--- config.mk ---
export PLATFORM = sky130hd
export DESIGN_NAME = proc_io_harness
export DESIGN_NICKNAME = d
export VERILOG_FILES = /design/src/rtl/proc_io_pkg.sv /design/src/rtl/sync_fifo.sv /design/src/rtl/proc_io_harness.sv
export SDC_FILE = /design/constraint.sdc
export NUM_CORES = 1
export LEC_CHECK = 0
export BUFFER_PORTS_ARGS = -buffer_cell sky130_fd_sc_hd__buf_2
export CAP_MARGIN = 10
export CORE_ASPECT_RATIO = 1.1
export CORE_MARGIN = 2
export CORE_UTILIZATION = 40
export CTS_CLUSTER_DIAMETER = 100
export DETAILED_ROUTE_END_ITERATION = 8
export PLACE_DENSITY = 0.69
export SLEW_MARGIN = 20
export SYNTH_ARGS = -nofsm -noshare
export SYNTH_HDL_FRONTEND = slang
export SYNTH_SLANG_ARGS = --single-unit
--- constraint.sdc ---
create_clock -name clk -period 4.3 [get_ports clk]
set_input_delay 0.645 -clock clk [delete_from_list [all_inputs] [get_ports clk]]
set_output_delay 0.645 -clock clk [all_outputs]
set_load 0.01 [all_outputs]
--- src/rtl/proc_io_pkg.sv ---
// Shared types and constants for the processor I/O bring-up harness.
package proc_io_pkg;

  // Core sequencing states: reset hold, start delay, running.
  typedef enum logic [1:0] {
    ST_HOLD = 2'd0,
    ST_WAIT = 2'd1,
    ST_RUN  = 2'd2
  } seq_state_e;

  // Width of the interrupt delay counter (matches the irq_delay port).
  localparam int unsigned IRQ_CNT_W = 8;

  // Larger of two unsigned values, used for counter sizing.
  function automatic int unsigned max_u(input int unsigned a, input int unsigned b);
    return (a > b) ? a : b;
  endfunction

endpackage

--- src/rtl/sync_fifo.sv ---
// Synchronous FIFO with a zero-when-empty head output and a synchronous flush.
// Ports: clk/rst (async active-low), flush, push/din, pop/dout, full, empty.
// A pop makes room for a push in the same cycle, so push+pop while full keeps
// the count. A pop while empty is ignored.
module sync_fifo #(
  parameter int unsigned WIDTH = 16,
  parameter int unsigned DEPTH = 8
) (
  input  logic             clk,
  input  logic             rst,
  input  logic             flush,
  input  logic             push,
  input  logic             pop,
  input  logic [WIDTH-1:0] din,
  output logic [WIDTH-1:0] dout,
  output logic             full,
  output logic             empty
);

  localparam int unsigned AW = (DEPTH > 1) ? $clog2(DEPTH) : 1;
  localparam int unsigned CW = $clog2(DEPTH) + 1;

  logic [WIDTH-1:0] mem_q [DEPTH];
  logic [AW-1:0]    rd_q, rd_d, wr_q, wr_d;
  logic [CW-1:0]    cnt_q, cnt_d;
  logic             do_push_c, do_pop_c;

  assign empty = (cnt_q == '0);
  assign full  = (cnt_q == CW'(DEPTH));
  assign dout  = empty ? '0 : mem_q[rd_q];

  // Pointer/count update; pointers wrap naturally because DEPTH is a power of 2.
  always_comb begin
    do_pop_c  = pop & ~empty;
    do_push_c = push & (~full | do_pop_c);
    rd_d      = rd_q;
    wr_d      = wr_q;
    cnt_d     = cnt_q;
    if (flush) begin
      rd_d  = '0;
      wr_d  = '0;
      cnt_d = '0;
    end else begin
      if (do_pop_c)  rd_d = rd_q + AW'(1);
      if (do_push_c) wr_d = wr_q + AW'(1);
      cnt_d = cnt_q + CW'(do_push_c) - CW'(do_pop_c);
    end
  end

  always_ff @(posedge clk or negedge rst) begin
    if (!rst) begin
      rd_q  <= '0;
      wr_q  <= '0;
      cnt_q <= '0;
    end else begin
      rd_q  <= rd_d;
      wr_q  <= wr_d;
      cnt_q <= cnt_d;
    end
  end

  // Storage needs no reset: the head is masked to zero while empty.
  always_ff @(posedge clk) begin
    if (do_push_c && !flush) mem_q[wr_q] <= din;
  end

endmodule

--- src/rtl/proc_io_harness.sv ---
// Bring-up harness around the processor core's control and I/O pins.
// Ports: clk, rst (async active-low), restart; core_rst/core_start/running
// sequencing; in_push/in_data/in_full/in_empty/in_ack/core_in stimulus FIFO;
// core_out/log_pop/log_data/log_valid/log_overflow output-change log;
// irq_req/irq_delay/irq_busy/core_irq delayed interrupt pulse.
module proc_io_harness
  import proc_io_pkg::*;
#(
  parameter int unsigned DATA_W      = 16,
  parameter int unsigned RST_CYCLES  = 2,
  parameter int unsigned START_DELAY = 0,
  parameter int unsigned IN_DEPTH    = 8,
  parameter int unsigned LOG_DEPTH   = 8,
  parameter int unsigned INT_PULSE   = 1
) (
  input  logic                 clk,
  input  logic                 rst,
  input  logic                 restart,
  output logic                 core_rst,
  output logic                 core_start,
  output logic                 running,
  input  logic                 in_push,
  input  logic [DATA_W-1:0]    in_data,
  output logic                 in_full,
  output logic                 in_empty,
  input  logic                 in_ack,
  output logic [DATA_W-1:0]    core_in,
  input  logic [DATA_W-1:0]    core_out,
  input  logic                 log_pop,
  output logic [DATA_W-1:0]    log_data,
  output logic                 log_valid,
  output logic                 log_overflow,
  input  logic                 irq_req,
  input  logic [IRQ_CNT_W-1:0] irq_delay,
  output logic                 irq_busy,
  output logic                 core_irq
);

  localparam int unsigned CNT_MAX  = max_u(RST_CYCLES, START_DELAY);
  localparam int unsigned CNT_W    = $clog2(CNT_MAX + 1);
  localparam int unsigned RST_LOAD = RST_CYCLES - 1;
  localparam int unsigned SD_LOAD  = (START_DELAY > 0) ? START_DELAY - 1 : 0;
  localparam int unsigned PULSE_W  = $clog2(INT_PULSE + 1);

  seq_state_e           state_q, state_d;
  logic [CNT_W-1:0]     seq_cnt_q, seq_cnt_d;
  logic                 core_rst_q, core_rst_d;
  logic                 run_q, run_d;
  logic                 armed_q, armed_d;
  logic [DATA_W-1:0]    prev_q, prev_d;
  logic                 log_ovf_q, log_ovf_d;
  logic                 irq_busy_q, irq_busy_d;
  logic                 core_irq_q, core_irq_d;
  logic [IRQ_CNT_W-1:0] irq_cnt_q, irq_cnt_d;
  logic [PULSE_W-1:0]   pulse_cnt_q, pulse_cnt_d;
  logic                 log_push_c, log_full, log_empty;

  assign core_rst     = core_rst_q;
  assign core_start   = run_q;
  assign running      = run_q;
  assign log_valid    = ~log_empty;
  assign log_overflow = log_ovf_q;
  assign irq_busy     = irq_busy_q;
  assign core_irq     = core_irq_q;

  // Stimulus buffer: never flushed, active in every state.
  sync_fifo #(.WIDTH(DATA_W), .DEPTH(IN_DEPTH)) u_in_fifo (
    .clk   (clk),
    .rst   (rst),
    .flush (1'b0),
    .push  (in_push),
    .pop   (in_ack),
    .din   (in_data),
    .dout  (core_in),
    .full  (in_full),
    .empty (in_empty)
  );

  // Output-change log: cleared on restart.
  sync_fifo #(.WIDTH(DATA_W), .DEPTH(LOG_DEPTH)) u_log_fifo (
    .clk   (clk),
    .rst   (rst),
    .flush (restart),
    .push  (log_push_c),
    .pop   (log_pop),
    .din   (core_out),
    .dout  (log_data),
    .full  (log_full),
    .empty (log_empty)
  );

  // Reset/start sequencer; WAIT is skipped entirely when START_DELAY is 0.
  always_comb begin
    state_d   = state_q;
    seq_cnt_d = seq_cnt_q;
    if (restart) begin
      state_d   = ST_HOLD;
      seq_cnt_d = CNT_W'(RST_LOAD);
    end else begin
      case (state_q)
        ST_HOLD: begin
          if (seq_cnt_q == '0) begin
            if (START_DELAY == 0) begin
              state_d = ST_RUN;
            end else begin
              state_d   = ST_WAIT;
              seq_cnt_d = CNT_W'(SD_LOAD);
            end
          end else begin
            seq_cnt_d = seq_cnt_q - CNT_W'(1);
          end
        end
        ST_WAIT: begin
          if (seq_cnt_q == '0) state_d = ST_RUN;
          else                 seq_cnt_d = seq_cnt_q - CNT_W'(1);
        end
        ST_RUN:  state_d = ST_RUN;
        default: begin
          state_d   = ST_HOLD;
          seq_cnt_d = CNT_W'(RST_LOAD);
        end
      endcase
    end
    core_rst_d = (state_d == ST_HOLD);
    run_d      = (state_d == ST_RUN);
  end

  // Output monitor: first RUN cycle only primes prev, later changes are logged.
  always_comb begin
    armed_d    = armed_q;
    prev_d     = prev_q;
    log_ovf_d  = log_ovf_q;
    log_push_c = 1'b0;
    if (restart) begin
      armed_d   = 1'b0;
      log_ovf_d = 1'b0;
    end else if (state_q == ST_RUN) begin
      if (!armed_q) begin
        armed_d = 1'b1;
        prev_d  = core_out;
      end else if (core_out != prev_q) begin
        prev_d     = core_out;
        log_push_c = 1'b1;
        if (log_full && !log_pop) log_ovf_d = 1'b1;
      end
    end else begin
      armed_d = 1'b0;
    end
  end

  // Interrupt: count down irq_delay, then hold core_irq for INT_PULSE cycles.
  always_comb begin
    irq_busy_d  = irq_busy_q;
    core_irq_d  = core_irq_q;
    irq_cnt_d   = irq_cnt_q;
    pulse_cnt_d = pulse_cnt_q;
    if (restart) begin
      irq_busy_d = 1'b0;
      core_irq_d = 1'b0;
      irq_cnt_d  = '0;
    end else if (irq_busy_q) begin
      if (core_irq_q) begin
        if (pulse_cnt_q == '0) begin
          core_irq_d = 1'b0;
          irq_busy_d = 1'b0;
        end else begin
          pulse_cnt_d = pulse_cnt_q - PULSE_W'(1);
        end
      end else if (irq_cnt_q == '0) begin
        core_irq_d  = 1'b1;
        pulse_cnt_d = PULSE_W'(INT_PULSE - 1);
      end else begin
        irq_cnt_d = irq_cnt_q - IRQ_CNT_W'(1);
      end
    end else if ((state_q == ST_RUN) && irq_req) begin
      irq_busy_d = 1'b1;
      irq_cnt_d  = irq_delay;
    end
  end

  always_ff @(posedge clk or negedge rst) begin
    if (!rst) begin
      state_q     <= ST_HOLD;
      seq_cnt_q   <= CNT_W'(RST_LOAD);
      core_rst_q  <= 1'b1;
      run_q       <= 1'b0;
      armed_q     <= 1'b0;
      prev_q      <= '0;
      log_ovf_q   <= 1'b0;
      irq_busy_q  <= 1'b0;
      core_irq_q  <= 1'b0;
      irq_cnt_q   <= '0;
      pulse_cnt_q <= '0;
    end else begin
      state_q     <= state_d;
      seq_cnt_q   <= seq_cnt_d;
      core_rst_q  <= core_rst_d;
      run_q       <= run_d;
      armed_q     <= armed_d;
      prev_q      <= prev_d;
      log_ovf_q   <= log_ovf_d;
      irq_busy_q  <= irq_busy_d;
      core_irq_q  <= core_irq_d;
      irq_cnt_q   <= irq_cnt_d;
      pulse_cnt_q <= pulse_cnt_d;
    end
  end

endmodule

==> Word level (Yosys, flattened, before mapping) <==
Memories as Yosys holds them, arrays and structs flattened.
Index checks and enable logic that the tools add are counted.
{ "word_totals": {"register_bits": 55, "mem_bits_rw": 256, "input_bits": 47, "out_inout_bits": 41, "wordCells": 125, "mem_count": 2} }
{ "op_classes": {"add_sub_neg": 11, "n_eq_ne": 11, "muxes": 47, "bitwise_logic": 11, "n_reduce_logical": 26} }
{ "memory_table": {"columns": ["memory", "depth", "word_bits", "rd", "rd_clocked_by_memory_dff", "write_ports", "line_no", "text"], "rows": [
  ["u_in_fifo.mem_q", 8, 16, 1, 0, 1, "sync_fifo.sv:23", "logic [WIDTH-1:0] mem_q [DEPTH];"],
  ["u_log_fifo.mem_q", 8, 16, 1, 0, 1, "sync_fifo.sv:23", null]
]} }
{ "ops": {"columns": ["op", "n"], "rows": [
  ["$mux 16", 4],
  ["$mux 8", 5],
  ["$mux 1", 27],
  ["$ne 16x16->1", 1],
  ["$reduce_bool 2->1", 8],
  ["$add 3x1->3 const B", 4],
  ["$mux 3", 4],
  ["$ne 3x3->1 const B", 3],
  ["$reduce_and 3->1", 3],
  ["$add 4x1->4", 2],
  ["$eq 4x4->1 const B", 2],
  ["$logic_not 4->1", 2],
  ["$logic_not 8->1", 1],
  ["$mux 2", 4],
  ["$pmux 2 s2", 2],
  ["$sub 4x1->4", 2],
  ["$sub 8x1->8 const B", 1],
  ["$logic_not 2->1", 3],
  ["$not 1->1", 5],
  ["$and 1x1->1", 4],
  ["$eq 2x2->1 const B", 2],
  ["$mux 4", 1],
  ["$reduce_and 4->1", 1],
  ["$logic_and 1x1->1", 3],
  ["10 further kinds", 12]
]} }

==> Longest topological paths before layout <==
{ "depth": {"word_depth": 9, "ltp_mapped": 12, "mapped_depth_nobuf": 12} }

==> Modules after synthesis <==
Synthesis repeated with hierarchy kept, for this count alone.
{ "hier_totals": {"cells_unflattened": 692, "hier_area_um2": 12816.0} }
{ "modules_own_cells": {"columns": ["module", "n_inst", "cells_each", "area_per_inst_um2", "seq_area_each_um2"], "rows": [
  ["sync_fifo", 2, 266, 5515.3, 4093.9],
  ["proc_io_harness", 1, 160, 1785.5, 853.3]
]} }

==> Worst setup path before layout <==
Ideal clock, no wire load.
{ "synth_path": {"path_type": "reg2reg", "from": "register u_log_fifo.cnt_q[2]", "to": "memory u_log_fifo.mem_q[2][0] (enable)", "setup_time_ns": 0.430, "t_arrival_ns": 3.060, "required_time_ns": 3.870, "setup_slack_ns": 0.810, "stages_incl_launch_ff": 8, "n_path_buf": 0, "synth_period_minus_slack_ns": 3.490, "cell_sequence": "dfrtp_1 > inv_1 > ha_1 > nor3b_2 > nand2b_1 > a21boi_0 > nand3_1 > nor4_1"} }
{ "synth_between": {"elab_chain_len": 8, "elab_cells_between_ends": 10, "classes_between": "eq/ne: 1; mux: 2; bitwise: 5; reduce/logical: 2"} }
{ "synth_lines": {"columns": ["element", "line_no", "text"], "rows": [
  ["start: declaration", "sync_fifo.sv:25", "logic [CW-1:0] cnt_q, cnt_d;"],
  ["start signal: assignment", "sync_fifo.sv:58", "cnt_q <= cnt_d;"],
  ["$logic_not 4->1", "sync_fifo.sv:28", "assign empty = (cnt_q == '0);"],
  ["$not 1->1", "sync_fifo.sv:34", "do_pop_c = pop & ~empty;"],
  ["$and 1x1->1", "sync_fifo.sv:34", null],
  ["$or 1x1->1 (*)", "sync_fifo.sv:35", "do_push_c = push & (~full | do_pop_c);"],
  ["$and 1x1->1 (*)", "sync_fifo.sv:35", null],
  ["$logic_and 1x1->1 (*)", "sync_fifo.sv:64", "if (do_push_c && !flush) mem_q[wr_q] <= din;"],
  ["$mux 1 (*)", "sync_fifo.sv:64", null],
  ["$mux 1 (not written as such) (*)", "sync_fifo.sv:64", null],
  ["end: declaration", "sync_fifo.sv:23", null]
]} }
Mark *: on every way between the ends. The rest lies on a longest branch, timed or not.

==> Worst setup path in the final report <==
{ "layout_path": {"from": "register u_log_fifo.rd_q[0]", "to": "output port log_data[0]"} }
{ "layout_between": {"elab_chain_len": 2} }
{ "layout_lines": {"columns": ["element", "line_no", "text"], "rows": [
  ["start: declaration", "sync_fifo.sv:24", "logic [AW-1:0] rd_q, rd_d, wr_q, wr_d;"],
  ["start signal: assignment", "sync_fifo.sv:56", "rd_q <= rd_d;"],
  ["$mem_v2 8x16", null, null],
  ["$mux 16", "sync_fifo.sv:30", "assign dout = empty ? '0 : mem_q[rd_q];"],
  ["end: declaration", "proc_io_harness.sv:30", "output logic [DATA_W-1:0] log_data,"]
]} }
No other way between the ends.

==> results.txt <==
----------------------------------------------------
[Route]
  Average vias per placed instance ... approximately 5.2
  Total via count in the routed design ... 6517
  Violation count after the first detailed-route iteration ... 432
  Drc violations ... 0
  Antenna viol nets, final ... 0
  Per-cell routed wire length ... a little under 20 um
  Drt first pass iters ... 6
  Detailed Route WL ... roughly 25000 um

[STA]
  Fin Clk Skew ... roughly 0.0063 ns
  Hold Violations, Final ... 0
  Timing-limited maximum frequency ... 0.3015 GHz
  Transition time at the pin with the least slew margin ... around 1.1 ns
  Max-slew violation total from the final report ... 0
  Setup Viol. Count Final ... 0
  Hold slack ... about 0.15 ns
  Total negative slack for setup checks ... 0 ns
  Tightest slew margin relative to the limit ... approximately 30%
  Final period util ... slightly below 80%
  Final Critical Period ... around 3.3 ns
  Unrepaired setup endpoints after global routing ... false

[Floorplanning]
  Area of the core ... 0.03131 mm^2
  Row cnt ... just under 70
  Initial core utilization ... between 40% and 50%
  Number of top-level pins ... 88
  Die width ... about 170 um
  Die area ... 0.03317 mm^2
  Height of the die ... about 190 um

[CTS]
  # Post-CTS Setup Buffers ... 0
  Clock tree from TritonCTS ... done
  Sink Count ... 310
  Max clock buf depth ... 3
  Post-CTS Hold Buffers ... 0
  Root Buffer ... sky130_fd_sc_hd__clkbuf_16
  Post-CTS sizing ... 0
  Clock edge transition at the registers on the reported setup and hold paths ... 0.06 ns
  Max H-tree Level ... 1
  Number of buffers inserted during clock tree synthesis ... 31
  Skew-Pair Late Insertion Delay ... 0.56 ns

[Critical path]
  Critical-path cell list ... buf_4 -> mux4_2 -> mux2i_1 -> nor2_1 -> buf_2
  Kind of cell adding the most delay to the critical path ... flip-flops
  Data arrival time of the critical path ... between 2 and 3 ns
  Critical Path Source Type ... flop
  Required arrival time at the worst endpoint ... 3.65 ns
  R2r setup slk ... between 1 and 1.5 ns
  Reg2Reg Launch Point ... u_log_fifo.cnt_q[2]
  FF-to-FF path depth ... 11
  Cell with the largest stage delay on the worst path ... sky130_fd_sc_hd__dfrtp_2
  Kind of end point of the critical path ... output pin
  Bufs and invs on worst path ... 2
  End of the worst register-to-register path ... u_log_fifo.cnt_q[1]
  Max incr delay on CP ... roughly 0.8 ns
  Critical-path maximum fanout ... 19
  WS Path Type ... flop to output pin

[GRT]
  Initial antenna violation count ... 2
  Total global routing overflow ... 0
  Pin count of the biggest net entering global routing ... 35
  Global-route wire length before repair ... ~38000 um
  Vias in the first global route ... ~6.8k
  Total routing resource utilization after global routing ... approximately 15%

[Cells and area]
  Final #Nets ... a little under 900
  Layout Cell Area excl Fill ... ~0.015 mm^2
  Post-synthesis to final-layout area growth ... 16.46%
  Ratio of cells with drive above 1 in the final layout ... 31.43%

[Power and ir drop]
  Logic gate share of total power ... ~28%
  NetSw ... about 2.8 mW
  Clock Power Share ... between 20 and 30%
  PnR Total Power ... between 9 and 10 mW
  Leakage Power ... about 5.3 nW
  Worst VDD drop ... 0.4177 mV
  Power density normalized to cell area ... around 630 mW/mm^2
  Internal cell power ... between 6 and 7 mW
  Seq pwr share ... 43.8%
  Switching share of total power ... about 30%

[Synthesis]
  Library cells used by synthesis ... 50
  Yosys warning total ... 0
  Top post-synthesis cells by area ... sky130_fd_sc_hd__edfxtp_1 (61%), sky130_fd_sc_hd__mux4_2 (11%), sky130_fd_sc_hd__dfrtp_1 (10%)
  Proportion of netlist area held by the largest area contributor ... 60.57%
  Post-synth top flop ... sky130_fd_sc_hd__edfxtp_1
  Number of storage elements in the synthesis netlist ... 310
  EDFF count, synth ... between 200 and 300
  Synth Area per Inst ... between 15 and 20 um^2
  Async set or reset register ratio after synthesis ... around 17%
  Synthesized instance count ... ~700
  Netlist Area Pre-Place ... 0.01269 mm^2
  Portion of the post-synthesis area used by sequential elements ... between 70% and 80%
  Post-synthesis cell type with the largest combined area ... sky130_fd_sc_hd__edfxtp_1
  Synth Net Count ... between 700 and 800

[Place]
  Placement Cell Area ... between 0.01 and 0.015 mm^2
  Buffers added on ports ... 87
  Placer Congestion ... 0.7833
  Detailed Place HPWL ... around 15000 um

[Flow run]
  Number of maximum-capacitance constraint violations ... 0

[Run status]
  Run status ... finished clean

[Hold path]
  Class of the most critical hold timing path ... input port to async pin

----------------------------------------------------
-- power groups by stage --
stage / Sequential, mW / Combinational [mW] / Clock (mW)
2_1_floorplan: 3.85 / 2.03 / 0
3_3_place_gp: 4.11 / 2.58 / 0
3_5_place_dp: 4.12 / 2.62 / 0
4_1_cts: 4.07 / 2.63 / 2.69
5_1_grt: 4.11 / 2.83 / 2.82
6_report: 4.06 / 2.57 / 2.63
-- layout by cell type, fill, tap and decap left out, drive strengths merged, types with 4 or more instances in the layout --
| master | n |
|---|---|
| edfxtp | 256 |
| buf | 118 |
| mux4 | 64 |
| nor2 | 62 |
| dfrtp | 52 |
| clkbuf | 39 |
| mux2i | 38 |
| inv | 28 |
| xnor2 | 21 |
| mux2 | 19 |
| ha | 18 |
| nand2 | 14 |
| clkinv | 11 |
| nor2b | 9 |
| nand2b | 8 |
| nand3 | 8 |
| a21oi | 7 |
| o21ai | 7 |
| nor3 | 7 |
| xor2 | 5 |
| nand4 | 4 |
-- worst max path at each step --
stage	start	end	slack, ns	cells after the start
after floorplan	u_log_fifo.cnt_q[2]	u_log_fifo.mem_q[2][0]	0.81	7
after global placement	core_out[2]	u_log_fifo.cnt_q[2]	1.34	10
after detailed placement	core_out[2]	u_log_fifo.cnt_q[2]	1.26	10
after CTS	u_log_fifo.rd_q[0]	log_data[0]	0.88	5
after global routing	u_log_fifo.rd_q[0]	log_data[0]	0.74	5
final	u_log_fifo.rd_q[0]	log_data[0]	0.98	5
-- layout make-up --
| class | instances | area, um^2 |
|---|---|---|
| multi-input cells | 329 | 3443 |
| inverters | 26 | 97.59 |
| flip-flops and latches | 310 | 9046 |
| well taps | 420 | 525.5 |
| clock inverters | 18 | 171.4 |
| diodes | 1 | 2.502 |
| fillers | 2693 | 16530 |
| clock buffers | 39 | 825.8 |
| repair buffers | 118 | 668.1 |
-- state kept, by name (all words and copies together), names as in the netlist, 2 cells and up --
name and flops:
u_log_fifo.wr_q 3, seq_cnt_q 2, irq_cnt_q 8, u_in_fifo.cnt_q 4, u_in_fifo.mem_q 128, state_q 2, u_log_fifo.mem_q 128, u_in_fifo.wr_q 3
u_in_fifo.rd_q 3, u_log_fifo.rd_q 3, u_log_fifo.cnt_q 4, prev_q 16
-- per-stage QoR --
step	utilization, %	std cells	setup WS [ns]
6_report	47.21	1261	0.9828
3_5_place_dp	44.01	1203	1.265
4_1_cts	47.19	1260	0.8780
2_1_floorplan	-	696	0.8100
5_1_grt	47.20	1260	0.7433
3_3_place_gp	44.01	1203	1.341
-- Yosys cell counts (all sizes together) (3+ instances only) --
cell and instances:
a21oi 7, a31oi 3, buf 12, clkbuf 19, dfrtp 52, edfxtp 256
ha 18, inv 26, mux2 19, mux2i 38, mux4 64, nand2 14
nand2b 8, nand3 8, nand4 4, nor2 62, nor2b 9, nor3 7
nor4 3, o211ai 3, o21ai 7, or3 3, xnor2 21, xor2 5
-- per-layer routing --
metal  share of wire (%)  vias up  routed length [um]  track usage, %
met5               0.098        -                  24               0
met1                  42     3370               10220           18.93
li1                    -     2944                   -               -
met2                  51      148               12590           26.79
met4                 2.3        4                 577           4.299
met3                 4.9       51                1206           2.851
-- cell families after synthesis --
group,count (synthesis),share of synthesized area [%]
flip-flops,310,71.24
buffers and inverters,57,1.962
adder cells (fa/ha/maj),20,2.090
XOR/XNOR,26,1.794
multiplexers,121,16.34
AO/OA/AOI/OAI,34,1.775
AND/OR/NAND/NOR,128,4.801
Note: power is estimated with default switching activity, not from simulation.
